<file path="src/rtl/freq_ctrl_pkg.sv">
// Shared constants, FSM encoding and the step/clamp helper for the frequency key controller.
// Build option: define FREQ_WRAP_EN to wrap between the limits instead of saturating.
package freq_ctrl_pkg;

    localparam int FREQ_W = 7;

    localparam logic [FREQ_W-1:0] FREQ_MIN_DEF  = 7'd20;
    localparam logic [FREQ_W-1:0] FREQ_MAX_DEF  = 7'd50;
    localparam logic [FREQ_W-1:0] FREQ_INIT_DEF = 7'd20;

    typedef enum logic [1:0] {
        IDLE   = 2'd0,
        DELAY  = 2'd1,
        REPEAT = 2'd2,
        LOCK   = 2'd3
    } state_t;

    // One +1/-1 step, done one bit wider so the limit test cannot overflow first.
    function automatic logic [FREQ_W-1:0] step_freq(
        input logic [FREQ_W-1:0] cur,
        input logic              up,
        input logic [FREQ_W-1:0] fmin,
        input logic [FREQ_W-1:0] fmax
    );
        logic [FREQ_W:0]   wide;
        logic [FREQ_W-1:0] res;
        if (up) begin
            wide = {1'b0, cur} + (FREQ_W+1)'(1);
            if (wide > {1'b0, fmax}) begin
`ifdef FREQ_WRAP_EN
                res = fmin;
`else
                res = fmax;
`endif
            end else begin
                res = wide[FREQ_W-1:0];
            end
        end else begin
            wide = {1'b0, cur} - (FREQ_W+1)'(1);
            if (cur <= fmin) begin
`ifdef FREQ_WRAP_EN
                res = fmax;
`else
                res = fmin;
`endif
            end else begin
                res = wide[FREQ_W-1:0];
            end
        end
        return res;
    endfunction

endpackage

</file>
<file path="src/rtl/key_debounce.sv">
// Two-flop synchronizer plus stability counter for one active-low push-button.
// Outputs the debounced pressed level and a one-cycle pulse when it becomes pressed.
module key_debounce #(
    parameter int DEBOUNCE_CYC = 1_000_000
) (
    input  logic clk,
    input  logic rst,
    input  logic key_n,
    output logic pressed,
    output logic press_pulse
);

    localparam int CNT_W = (DEBOUNCE_CYC > 1) ? $clog2(DEBOUNCE_CYC) : 1;
    localparam logic [CNT_W-1:0] CNT_LAST = CNT_W'(DEBOUNCE_CYC - 1);

    logic             sync_0;
    logic             sync_1;
    logic             level_n;
    logic [CNT_W-1:0] cnt;

    // The level only flips after the synced input has disagreed with it for DEBOUNCE_CYC cycles in a row.
    always_ff @(posedge clk) begin
        if (rst) begin
            sync_0      <= 1'b1;
            sync_1      <= 1'b1;
            level_n     <= 1'b1;
            cnt         <= '0;
            press_pulse <= 1'b0;
        end else begin
            sync_0      <= key_n;
            sync_1      <= sync_0;
            press_pulse <= 1'b0;
            if (sync_1 == level_n) begin
                cnt <= '0;
            end else if (cnt == CNT_LAST) begin
                level_n     <= sync_1;
                cnt         <= '0;
                press_pulse <= ~sync_1;
            end else begin
                cnt <= cnt + CNT_W'(1);
            end
        end
    end

    assign pressed = ~level_n;

endmodule

</file>
<file path="src/rtl/freq_key_ctrl.sv">
// Up/down key control of the overlay frequency: debounce, single step plus auto-repeat, frame-aligned publish.
// Build option: define FREQ_WRAP_EN to wrap between FREQ_MIN and FREQ_MAX instead of saturating.
module freq_key_ctrl
    import freq_ctrl_pkg::*;
#(
    parameter int                DEBOUNCE_CYC     = 1_000_000,
    parameter int                REPEAT_DELAY_CYC = 25_000_000,
    parameter int                REPEAT_RATE_CYC  = 5_000_000,
    parameter logic [FREQ_W-1:0] FREQ_MIN         = FREQ_MIN_DEF,
    parameter logic [FREQ_W-1:0] FREQ_MAX         = FREQ_MAX_DEF,
    parameter logic [FREQ_W-1:0] FREQ_INIT        = FREQ_INIT_DEF
) (
    input  logic              sys_clk,
    input  logic              sys_rst,
    input  logic              key_up_n,
    input  logic              key_down_n,
    input  logic              frame_start,
    output logic [FREQ_W-1:0] freq_num,
    output logic              freq_changed
);

    localparam int RPT_MAX = (REPEAT_DELAY_CYC > REPEAT_RATE_CYC) ? REPEAT_DELAY_CYC : REPEAT_RATE_CYC;
    localparam int RPT_W   = (RPT_MAX > 1) ? $clog2(RPT_MAX) : 1;
    localparam logic [RPT_W-1:0] DELAY_LAST = RPT_W'(REPEAT_DELAY_CYC - 1);
    localparam logic [RPT_W-1:0] RATE_LAST  = RPT_W'(REPEAT_RATE_CYC - 1);

    logic              up_pressed;
    logic              up_press;
    logic              down_pressed;
    logic              down_press;
    state_t            state;
    state_t            state_nxt;
    logic [RPT_W-1:0]  rpt_cnt;
    logic [RPT_W-1:0]  rpt_cnt_nxt;
    logic              dir_up;
    logic              dir_up_nxt;
    logic              step_en;
    logic              own_pressed;
    logic              other_pressed;
    logic [FREQ_W-1:0] freq_work;

    key_debounce #(.DEBOUNCE_CYC(DEBOUNCE_CYC)) u_up_db (
        .clk         (sys_clk),
        .rst         (sys_rst),
        .key_n       (key_up_n),
        .pressed     (up_pressed),
        .press_pulse (up_press)
    );

    key_debounce #(.DEBOUNCE_CYC(DEBOUNCE_CYC)) u_down_db (
        .clk         (sys_clk),
        .rst         (sys_rst),
        .key_n       (key_down_n),
        .pressed     (down_pressed),
        .press_pulse (down_press)
    );

    assign own_pressed   = dir_up ? up_pressed   : down_pressed;
    assign other_pressed = dir_up ? down_pressed : up_pressed;

    // A second key during a hold locks out stepping until both keys are released.
    always_comb begin
        state_nxt   = state;
        rpt_cnt_nxt = rpt_cnt + RPT_W'(1);
        dir_up_nxt  = dir_up;
        step_en     = 1'b0;
        case (state)
            IDLE: begin
                rpt_cnt_nxt = '0;
                if (up_pressed && down_pressed) begin
                    state_nxt = LOCK;
                end else if (up_press) begin
                    step_en    = 1'b1;
                    dir_up_nxt = 1'b1;
                    state_nxt  = DELAY;
                end else if (down_press) begin
                    step_en    = 1'b1;
                    dir_up_nxt = 1'b0;
                    state_nxt  = DELAY;
                end
            end
            DELAY, REPEAT: begin
                if (other_pressed) begin
                    state_nxt   = LOCK;
                    rpt_cnt_nxt = '0;
                end else if (!own_pressed) begin
                    state_nxt   = IDLE;
                    rpt_cnt_nxt = '0;
                end else if (rpt_cnt == ((state == DELAY) ? DELAY_LAST : RATE_LAST)) begin
                    step_en     = 1'b1;
                    rpt_cnt_nxt = '0;
                    state_nxt   = REPEAT;
                end
            end
            LOCK: begin
                rpt_cnt_nxt = '0;
                if (!up_pressed && !down_pressed) begin
                    state_nxt = IDLE;
                end
            end
            default: begin
                state_nxt   = IDLE;
                rpt_cnt_nxt = '0;
            end
        endcase
    end

    always_ff @(posedge sys_clk) begin
        if (sys_rst) begin
            state     <= IDLE;
            rpt_cnt   <= '0;
            dir_up    <= 1'b1;
            freq_work <= FREQ_INIT;
        end else begin
            state   <= state_nxt;
            rpt_cnt <= rpt_cnt_nxt;
            dir_up  <= dir_up_nxt;
            if (step_en) begin
                freq_work <= step_freq(freq_work, dir_up_nxt, FREQ_MIN, FREQ_MAX);
            end
        end
    end

    // The shadow samples the registered working value, so a same-cycle step shows one frame later.
    always_ff @(posedge sys_clk) begin
        if (sys_rst) begin
            freq_num     <= FREQ_INIT;
            freq_changed <= 1'b0;
        end else begin
            freq_changed <= frame_start && (freq_work != freq_num);
            if (frame_start) begin
                freq_num <= freq_work;
            end
        end
    end

endmodule

</file>
<file path="config.mk">
export PLATFORM = sky130hd
export DESIGN_NAME = freq_key_ctrl
export DESIGN_NICKNAME = d
export VERILOG_FILES = /design/src/rtl/freq_ctrl_pkg.sv /design/src/rtl/key_debounce.sv /design/src/rtl/freq_key_ctrl.sv
export SDC_FILE = /design/constraint.sdc
export NUM_CORES = 1
export LEC_CHECK = 0
export ABC_AREA = 1
export BUFFER_PORTS_ARGS = -buffer_cell sky130_fd_sc_hd__buf_2
export CAP_MARGIN = 20
export CORE_MARGIN = 2
export CORE_UTILIZATION = 45
export DETAILED_ROUTE_END_ITERATION = 10
export PLACE_DENSITY_LB_ADDON = 0.2
export SKIP_LAST_GASP = 1
export SYNTH_ARGS = -nofsm -noshare
export SYNTH_HDL_FRONTEND = slang
export SYNTH_SLANG_ARGS = --single-unit
</file>
<file path="constraint.sdc">
create_clock -name sys_clk -period 4.9 [get_ports sys_clk]
set_input_delay 0.49 -clock sys_clk [delete_from_list [all_inputs] [get_ports sys_clk]]
set_output_delay 0.49 -clock sys_clk [all_outputs]
set_load 0.05 [all_outputs]
</file>
==> impl_metrics.sql, run 1 <==
INSERT INTO impl_metrics (metric_group, metric, value, unit) VALUES
('status', 'status', 'complete, no violations', ''),
('clock_tree', 'cts-root-buf', 'sky130_fd_sc_hd__clkbuf_8', ''),
('synth', 'ys_ff_latch', '91', ''),
('clock_tree', 'clk_pin_slew_worst_paths', '110', 'ps'),
('routing', 'drtIter0Drc', '165', ''),
('synth', 'yosysUniqueCellTypes', '37', ''),
('timing', 'max_freq', '473', 'MHz'),
('synth', 'postSynthCellCount', '680', ''),
('global_routing', 'track_usage', '17.2', '%'),
('power_and_ir_drop', 'power_frac_seq', '56.8', '%'),
('global_routing', 'grt_max_degree', '26', ''),
('critical_path', 'critPathCaptureType', 'flop', ''),
('power_and_ir_drop', 'power_switching_share', '27.0', '%'),
('timing', 'fin_crit', '2110', 'ps'),
('routing', 'detailroute.via_count', '4100', ''),
('global_routing', 'grt_first_pass_wirelength', '16.2', 'mm'),
('clock_tree', 'clk-insertion-delay-late', '370', 'ps'),
('die', 'rows', '37', ''),
('clock_tree', 'clock_tree.buffer_depth', '2', ''),
('cells_and_area', 'layout.cells.most_common_list', 'sky130_fd_sc_hd__nand2_1 (139), sky130_fd_sc_hd__nor2_1 (93), sky130_fd_sc_hd__inv_1 (93)', ''),
('synth', 'syn_avg_cell_area', '7.04', 'sq um'),
('die', 'die_w', '107', 'um'),
('clock_tree', 'post_cts.repair.setup_buffers', '0', ''),
('critical_path', 'cp.arrival', '2340', 'ps'),
('critical_path', 'reg2reg_slack', '2790', 'ps'),
('global_routing', 'grt-ovfl-total', '0', ''),
('power_and_ir_drop', 'share_clk_of_total_power', '37.7', '%'),
('timing', 'final-max-slew-violation-count', '0', ''),
('timing', 'hold_viol', '0', ''),
('timing', 'layout_worst_path_cycle_share', '43.1', '%'),
('placed_design', 'gp_congestion', '0.890', ''),
('routing', 'drc', '0', ''),
('clock_tree', 'post_cts_resized', '0', ''),
('routing', 'highest-signal-layer', 'met4', ''),
('critical_path', 'rr_worst_depth', '8', ''),
('placed_design', 'place_area', '0.00495', 'sq mm'),
('routing', 'ant_nets', '0', ''),
('die', 'placeableCoreArea', '0.0103', 'sq mm'),
('routing', 'drt-wirelength-per-cell', '11.4', 'um'),
('cells_and_area', 'most_common_cell_after_layout_fill_and_taps_aside', 'sky130_fd_sc_hd__nand2_1', ''),
('critical_path', 'timing.critical_path.fanout_max', '20', ''),
('clock_tree', 'tritoncts', 'done', ''),
('synth', 'syn-cell-area', '0.00479', 'sq mm'),
('routing', 'route.met2.wl', '4.33', 'mm'),
('cells_and_area', 'final_nets', '707', ''),
('synth', 'synth_warnings', '0', ''),
('power_and_ir_drop', 'power.internal', '0.969', 'mW'),
('timing', 'worst_slew_margin_rel', '47.1', '%'),
('power_and_ir_drop', 'vdd_ir_drop_max', '0.122', 'mV'),
('clock_tree', 'hold_buf_cts', '0', ''),
('routing', 'met3RoutedLength', '263', 'um'),
('clock_tree', 'ctsHtreeMaxLevel', '3', ''),
('timing', 'final-setup-viol-count', '0', ''),
('power_and_ir_drop', 'total_leakage_power', '1.90', 'nW'),
('critical_path', 'setup.worst_path.start_class', 'flop', ''),
('timing', 'rsz0062_at_grt', 'no', ''),
('synth', 'syn_nets', '696', ''),
('cells_and_area', 'num_antenna_cells', '0', ''),
('cells_and_area', 'finalNonFillerCells', '832', ''),
('die', 'fp.dieArea', '0.0115', 'sq mm'),
('routing', 'met1Wirelength', '4.76', 'mm'),
('routing', 'finalWirelength', '9.46', 'mm'),
('cells_and_area', 'area_growth', '7.45', '%'),
('clock_tree', 'numCtsBuffers', '9', ''),
('power_and_ir_drop', 'p_switching', '0.359', 'mW'),
('global_routing', 'grt_antenna_before_repair', '0', ''),
('timing', 'setup_tns', '0', 'ps'),
('timing', 'worst-slew-pin-transition', '792', 'ps'),
('cells_and_area', 'number_of_inserted_filler_cells_in_the_final_layout', '1047', ''),
('die', 'io_pins', '13', ''),
('power_and_ir_drop', 'power_frac_comb', '5.5', '%');
==> power by group through the flow <==
stage               combinational [mW]  sequential, mW  clock, mW
floorplan                       0.0456           0.783          0
global placement                0.0699           0.772          0
detailed placement              0.0722           0.772          0
CTS                             0.0742           0.755      0.517
global route                    0.0824           0.756      0.548
finish                          0.0732           0.755      0.500
==> routing by layer <==
layer,vias up,global-route usage (%)
li1,2177,-
met4,0,5.29
met3,8,3.10
met5,-,0
met2,49,29.3
met1,1866,22.2
==> per-stage QoR <==
stage	power [mW]	worst slack (ps)	util (%)
2_1_floorplan	0.828	3380	-
3_3_place_gp	0.842	2670	47.9
3_5_place_dp	0.844	2590	47.9
4_1_cts	1.35	2740	49.8
5_1_grt	1.39	2590	49.8
6_report	1.33	2790	49.8
==> cell usage after synthesis (all sizes together), types with 2 or more instances <==
cell,number,share of area [%]
a21oi,31,3.3
buf,10,1.3
clkbuf,2,0.16
clkinv,2,0.16
dfxtp,91,38
ha,11,2.9
inv,94,7.4
nand2,146,12
nand3,47,5.6
nand4,13,1.7
nor2,102,9.0
nor3,36,4.1
nor3b,7,1.1
nor4,9,1.6
o211ai,2,0.31
o21ai,22,2.3
o31ai,2,0.31
or2,13,1.7
xnor2,9,1.6
xor2,28,5.1
==> area by class of cell <==
type,count,share of cell area (%)
clock buffers,9,2.41
clock inverters,7,1.41
inverters,96,7.00
multi-input cells,481,49.3
flip-flops and latches,91,35.4
well taps,136,3.31
repair buffers,12,1.17
==> worst min path at each step <==
stage | end | startpoint
after floorplan | u_down_db.sync_1 | u_down_db.sync_0
after global placement | u_down_db.sync_1 | u_down_db.sync_0
after detailed placement | u_down_db.sync_1 | u_down_db.sync_0
after CTS | u_up_db.sync_0 | key_up_n
after global routing | u_up_db.sync_0 | key_up_n
final | u_up_db.sync_0 | key_up_n
==> registers in the layout, indices dropped and copies added (netlist names) <==
register,count
dir_up,1
freq_work,7
u_up_db.sync_0,1
u_up_db.press_pulse,1
state,2
u_up_db.sync_1,1
u_down_db.level_n,1
u_down_db.sync_1,1
rpt_cnt,25
freq_changed,1
freq_num,7
u_down_db.sync_0,1
u_up_db.level_n,1
u_down_db.cnt,20
u_down_db.press_pulse,1
u_up_db.cnt,20
==> worst max-delay path: stages (launching register included) <==
cell	delay, ps
sky130_fd_sc_hd__dfxtp_1	360
sky130_fd_sc_hd__ha_1	170
sky130_fd_sc_hd__nand2_1	80
sky130_fd_sc_hd__nor3_2	250
sky130_fd_sc_hd__inv_1	60
sky130_fd_sc_hd__nor2_1	140
sky130_fd_sc_hd__nand4_1	180
sky130_fd_sc_hd__nand3_1	610
sky130_fd_sc_hd__nor2_1	110
==> cells by family (layout without fill, tap and decap cells) <==
logic type | Yosys count | in the layout | synth area share (%)
adder cells (fa/ha/maj) | 11 | 11 | 2.87
AO/OA/AOI/OAI | 59 | 59 | 6.53
flip-flops | 91 | 91 | 38.0
buffers and inverters | 108 | 124 | 8.99
AND/OR/NAND/NOR | 374 | 374 | 36.8
XOR/XNOR | 37 | 37 | 6.77
No activity file was read; power rests on OpenSTA's default activity.
==> run 2: changes to the inputs <==
--- a/config.mk
+++ b/config.mk
@@ -5,7 +5,7 @@
 export SDC_FILE = /design/constraint.sdc
 export NUM_CORES = 1
 export LEC_CHECK = 0
-export ABC_AREA = 1
+export ABC_AREA = 0
 export BUFFER_PORTS_ARGS = -buffer_cell sky130_fd_sc_hd__buf_2
 export CAP_MARGIN = 20
 export CORE_MARGIN = 2
==> constraint.sdc (replaced) <==
create_clock -name sys_clk -period 1.9 [get_ports sys_clk]
set_input_delay 0.19 -clock sys_clk [delete_from_list [all_inputs] [get_ports sys_clk]]
set_output_delay 0.19 -clock sys_clk [all_outputs]
set_load 0.05 [all_outputs]
==> impl_metrics.sql, run 2 <==
INSERT INTO impl_metrics (metric_group, metric, value, unit) VALUES
('cells_and_area', 'final_util', '56.4', '%'),
('cells_and_area', 'final_nets', '608', ''),
('cells_and_area', 'max_reg_flops', '25', ''),
('routing', 'finalWirelength', '10.1', 'mm'),
('critical_path', 'timing.critical_path.fanout_max', '6', ''),
('placed_design', 'io_buffer_count', '12', ''),
('timing', 'final-max-slew-violation-count', '0', ''),
('critical_path', 'cp_cell_sequence', 'inv_4 -> ha_4 -> nor4bb_4 -> nand4_1 -> buf_4 -> a211oi_4 -> or3_4 -> clkbuf_16 -> nor2_1', ''),
('clock_tree', 'cts-root-buf', 'sky130_fd_sc_hd__clkbuf_8', ''),
('clock_tree', 'numCtsBuffers', '9', ''),
('critical_path', 'reg2reg_slack', '-60', 'ps'),
('placed_design', 'gp_congestion', '0.899', ''),
('routing', 'detailroute.via_count', '3917', ''),
('critical_path', 'setup.worst_path.start_class', 'flop', ''),
('worst_hold_path', 'worst_hold_path.num_cells', '2', ''),
('synth', 'syn_avg_cell_area', '8.66', 'sq um'),
('timing', 'hold_viol', '0', ''),
('timing', 'final_critical_path_setup_slack', '-58.9', 'ps'),
('critical_path', 'cp.arrival', '2220', 'ps'),
('synth', 'synth_most_common_cell', 'sky130_fd_sc_hd__nor2_1', ''),
('routing', 'ant_nets', '0', ''),
('worst_hold_path', 'hold_path.startpoint', 'frame_start', ''),
('die', 'placeableCoreArea', '0.0102', 'sq mm'),
('timing', 'worst_clock_skew', '7.57', 'ps'),
('timing', 'final-setup-viol-count', '29', ''),
('die', 'die_w', '106', 'um'),
('cells_and_area', 'layout_top_registers', 'rpt_cnt (25), u_down_db.cnt (20), u_up_db.cnt (20)', ''),
('synth', 'postSynthCellCount', '538', ''),
('timing', 'worst_slew_margin_rel', '68.0', '%'),
('critical_path', 'worst_r2r_startpoint', 'state[1]', ''),
('die', 'height_of_the_die', '106', 'um'),
('routing', 'vias_per_cell', '5.34', ''),
('synth', 'syn_nets', '554', ''),
('clock_tree', 'clk_pin_slew_worst_paths', '80', 'ps'),
('synth', 'yosys.area.top_type_share', '39.1', '%'),
('timing', 'layout_worst_path_cycle_share', '103', '%'),
('timing', 'fin_crit', '1960', 'ps'),
('synth', 'synth_flop_cell', 'sky130_fd_sc_hd__dfxtp_1', ''),
('cells_and_area', 'finalNonFillerCells', '733', ''),
('worst_hold_path', 'worstHoldEndpoint', 'freq_changed', ''),
('global_routing', 'track_usage', '18.2', '%'),
('global_routing', 'via_count_of_the_first_global_routing_pass', '3803', ''),
('cells_and_area', 'regMostFlops', 'rpt_cnt', ''),
('flow_run', 'max_cap_violations', '0', ''),
('routing', 'drc', '0', ''),
('cells_and_area', 'final_layout_size_suffix_gt1_share', '25.0', '%'),
('critical_path', 'critPathTopFamily', 'simple AND/OR/NAND/NOR gates', ''),
('placed_design', 'placed_cell_count', '708', ''),
('critical_path', 'rr_worst_depth', '9', ''),
('cells_and_area', 'area_growth', '23.4', '%'),
('critical_path', 'critPathCaptureType', 'flop', ''),
('critical_path', 'critPathBufInv', '3', ''),
('clock_tree', 'clock_sink_count', '91', ''),
('timing', 'final.hold.worst_slack', '219', 'ps'),
('clock_tree', 'ctsHtreeMaxLevel', '3', ''),
('synth', 'async_flop_share', '0', '%'),
('status', 'failing_checks', 'negative setup slack', ''),
('synth', 'syn-cell-area', '0.00466', 'sq mm'),
('critical_path', 'cp_slowest_stage_delay', '340', 'ps'),
('die', 'io_pins', '13', ''),
('global_routing', 'grt_first_pass_wirelength', '16.9', 'mm'),
('synth', 'edff_count_synth', '0', ''),
('synth', 'synth_warnings', '0', ''),
('synth', 'synth_seq_area_share', '39.1', '%'),
('power_and_ir_drop', 'powerDensity', '606', 'mW/mm^2'),
('power_and_ir_drop', 'totalPowerFinal', '3.48', 'mW'),
('cells_and_area', 'num_antenna_cells', '0', ''),
('timing', 'rsz0062_at_grt', 'yes', ''),
('clock_tree', 'clock_tree.buffer_depth', '2', ''),
('clock_tree', 'tritoncts', 'done', ''),
('critical_path', 'timing.rr.end', 'rpt_cnt[23]', ''),
('synth', 'synth_top_cell_by_area', 'sky130_fd_sc_hd__dfxtp_1', ''),
('die', 'floorplan.initialDensity', '45.7', '%'),
('clock_tree', 'clk-insertion-delay-late', '360', 'ps'),
('die', 'fp.dieArea', '0.0112', 'sq mm'),
('power_and_ir_drop', 'total_leakage_power', '1.95', 'nW'),
('timing', 'max_freq', '510', 'MHz'),
('critical_path', 'worstPathRequired', '2160', 'ps'),
('worst_hold_path', 'worstHoldPathType', 'in2reg', ''),
('status', 'status', 'complete, but fails checks', ''),
('global_routing', 'grt-ovfl-total', '0', ''),
('routing', 'drtIter0Drc', '136', ''),
('die', 'rows', '37', ''),
('placed_design', 'post-dp-hpwl', '6.71', 'mm'),
('routing', 'drt-wirelength-per-cell', '13.8', 'um'),
('global_routing', 'grt_antenna_before_repair', '0', ''),
('synth', 'post_synth_most_frequent_cells', 'sky130_fd_sc_hd__nor2_1 (94), sky130_fd_sc_hd__dfxtp_1 (91), sky130_fd_sc_hd__xnor2_1 (46)', ''),
('global_routing', 'grt_max_degree', '26', ''),
('critical_path', 'timing.critical_path.slowest_stage_cell', 'sky130_fd_sc_hd__dfxtp_2', ''),
('power_and_ir_drop', 'vdd_ir_drop_max', '0.403', 'mV'),
('synth', 'ys_ff_latch', '91', ''),
('cells_and_area', 'most_common_cell_after_layout_fill_and_taps_aside', 'sky130_fd_sc_hd__dfxtp_1', ''),
('timing', 'worst-slew-pin-transition', '480', 'ps'),
('synth', 'yosysUniqueCellTypes', '66', ''),
('routing', 'drt-pass1-iter-count', '5', ''),
('critical_path', 'setup.worst_path.class', 'reg2reg', ''),
('synth', 'synthTopCellsByArea', 'sky130_fd_sc_hd__dfxtp_1 (39%), sky130_fd_sc_hd__xnor2_1 (8.7%), sky130_fd_sc_hd__nor2_1 (7.6%)', ''),
('cells_and_area', 'layout.cells.most_common_list', 'sky130_fd_sc_hd__dfxtp_1 (84), sky130_fd_sc_hd__nor2_1 (82), sky130_fd_sc_hd__buf_4 (47)', '');
## run 2: cell count changes after synthesis, moves of 7 or more
| cell | change |
|---|---|
| sky130_fd_sc_hd__buf_2 | +7 |
| sky130_fd_sc_hd__inv_1 | -69 |
| sky130_fd_sc_hd__nor3_1 | -15 |
| sky130_fd_sc_hd__nand2_1 | -102 |
| sky130_fd_sc_hd__o21ai_0 | -14 |
| sky130_fd_sc_hd__clkbuf_1 | +8 |
| sky130_fd_sc_hd__nand3_1 | -21 |
| sky130_fd_sc_hd__xnor2_1 | +37 |
| sky130_fd_sc_hd__nor4_1 | +10 |
| sky130_fd_sc_hd__and3_1 | +8 |
| sky130_fd_sc_hd__mux2i_1 | +12 |
| sky130_fd_sc_hd__a21oi_1 | -28 |
## run 2: layout make-up
class / count / area [sq um]
sequential: 91 / 1830
timing repair buffer: 67 / 546
clock buffer: 12 / 145
fill: 906 / 4440
inverter: 24 / 92.6
tap: 136 / 170
clock inverter: 4 / 73.8
multi-input combinational: 399 / 2890
## run 2: logic make-up after synthesis
| logic type | after synthesis | share of synthesized area, % |
|---|---|---|
| XOR/XNOR | 68 | 12.8 |
| AO/OA/AOI/OAI | 49 | 8.62 |
| AND/OR/NAND/NOR | 259 | 29.3 |
| multiplexers | 12 | 2.58 |
| flip-flops | 91 | 39.1 |
| adder cells (fa/ha/maj) | 11 | 2.96 |
| buffers and inverters | 48 | 4.62 |
## run 2: per-stage QoR
step	instance area (sq um)	setup WS (ps)	setup TNS, ps
floorplan	4720	-23.9	-23.9
global placement	5190	-55.1	-93.4
detailed placement	5190	-115	-328
CTS	5500	-48.1	-67.3
global route	5750	-147	-4050
finish	5750	-58.9	-1190
## run 2: how the worst max path moves through the flow
stage                       from           end  slack (ps)  cells after the start
floorplan               state[1]  freq_work[1]         -20                      7
global placement        state[1]  freq_work[1]         -60                      8
detailed placement  freq_work[0]  freq_work[1]        -110                      7
CTS                     state[1]  freq_work[1]         -50                      8
global route            state[1]   rpt_cnt[23]        -150                      9
finish                  state[1]   rpt_cnt[23]         -60                      9
## run 2: power breakdown
group / internal [mW] / switching, mW / leakage, nW
logic: 0.0546 / 0.0505 / 1.11
registers: 1.91 / 0.00722 / 0.737
clock network: 0.779 / 0.677 / 0.111
total: 2.75 / 0.735 / 1.95
## run 2: per-layer routing
metal  GRT usage [%]  share of wire [%]
met1            23.0                 46
met2            30.7                 49
met3            4.27                3.6
met4            6.02                1.4
met5               0                  0
## run 2: what timing repair did
action	4_1_cts	5_1_grt
hold endpoints to repair	2	0
pin swaps	6	16
gates resized for setup	13	41
buffers inserted	3	2
endpoints found under the setup margin	8	73
hold buffers	2	0
cloned	0	2
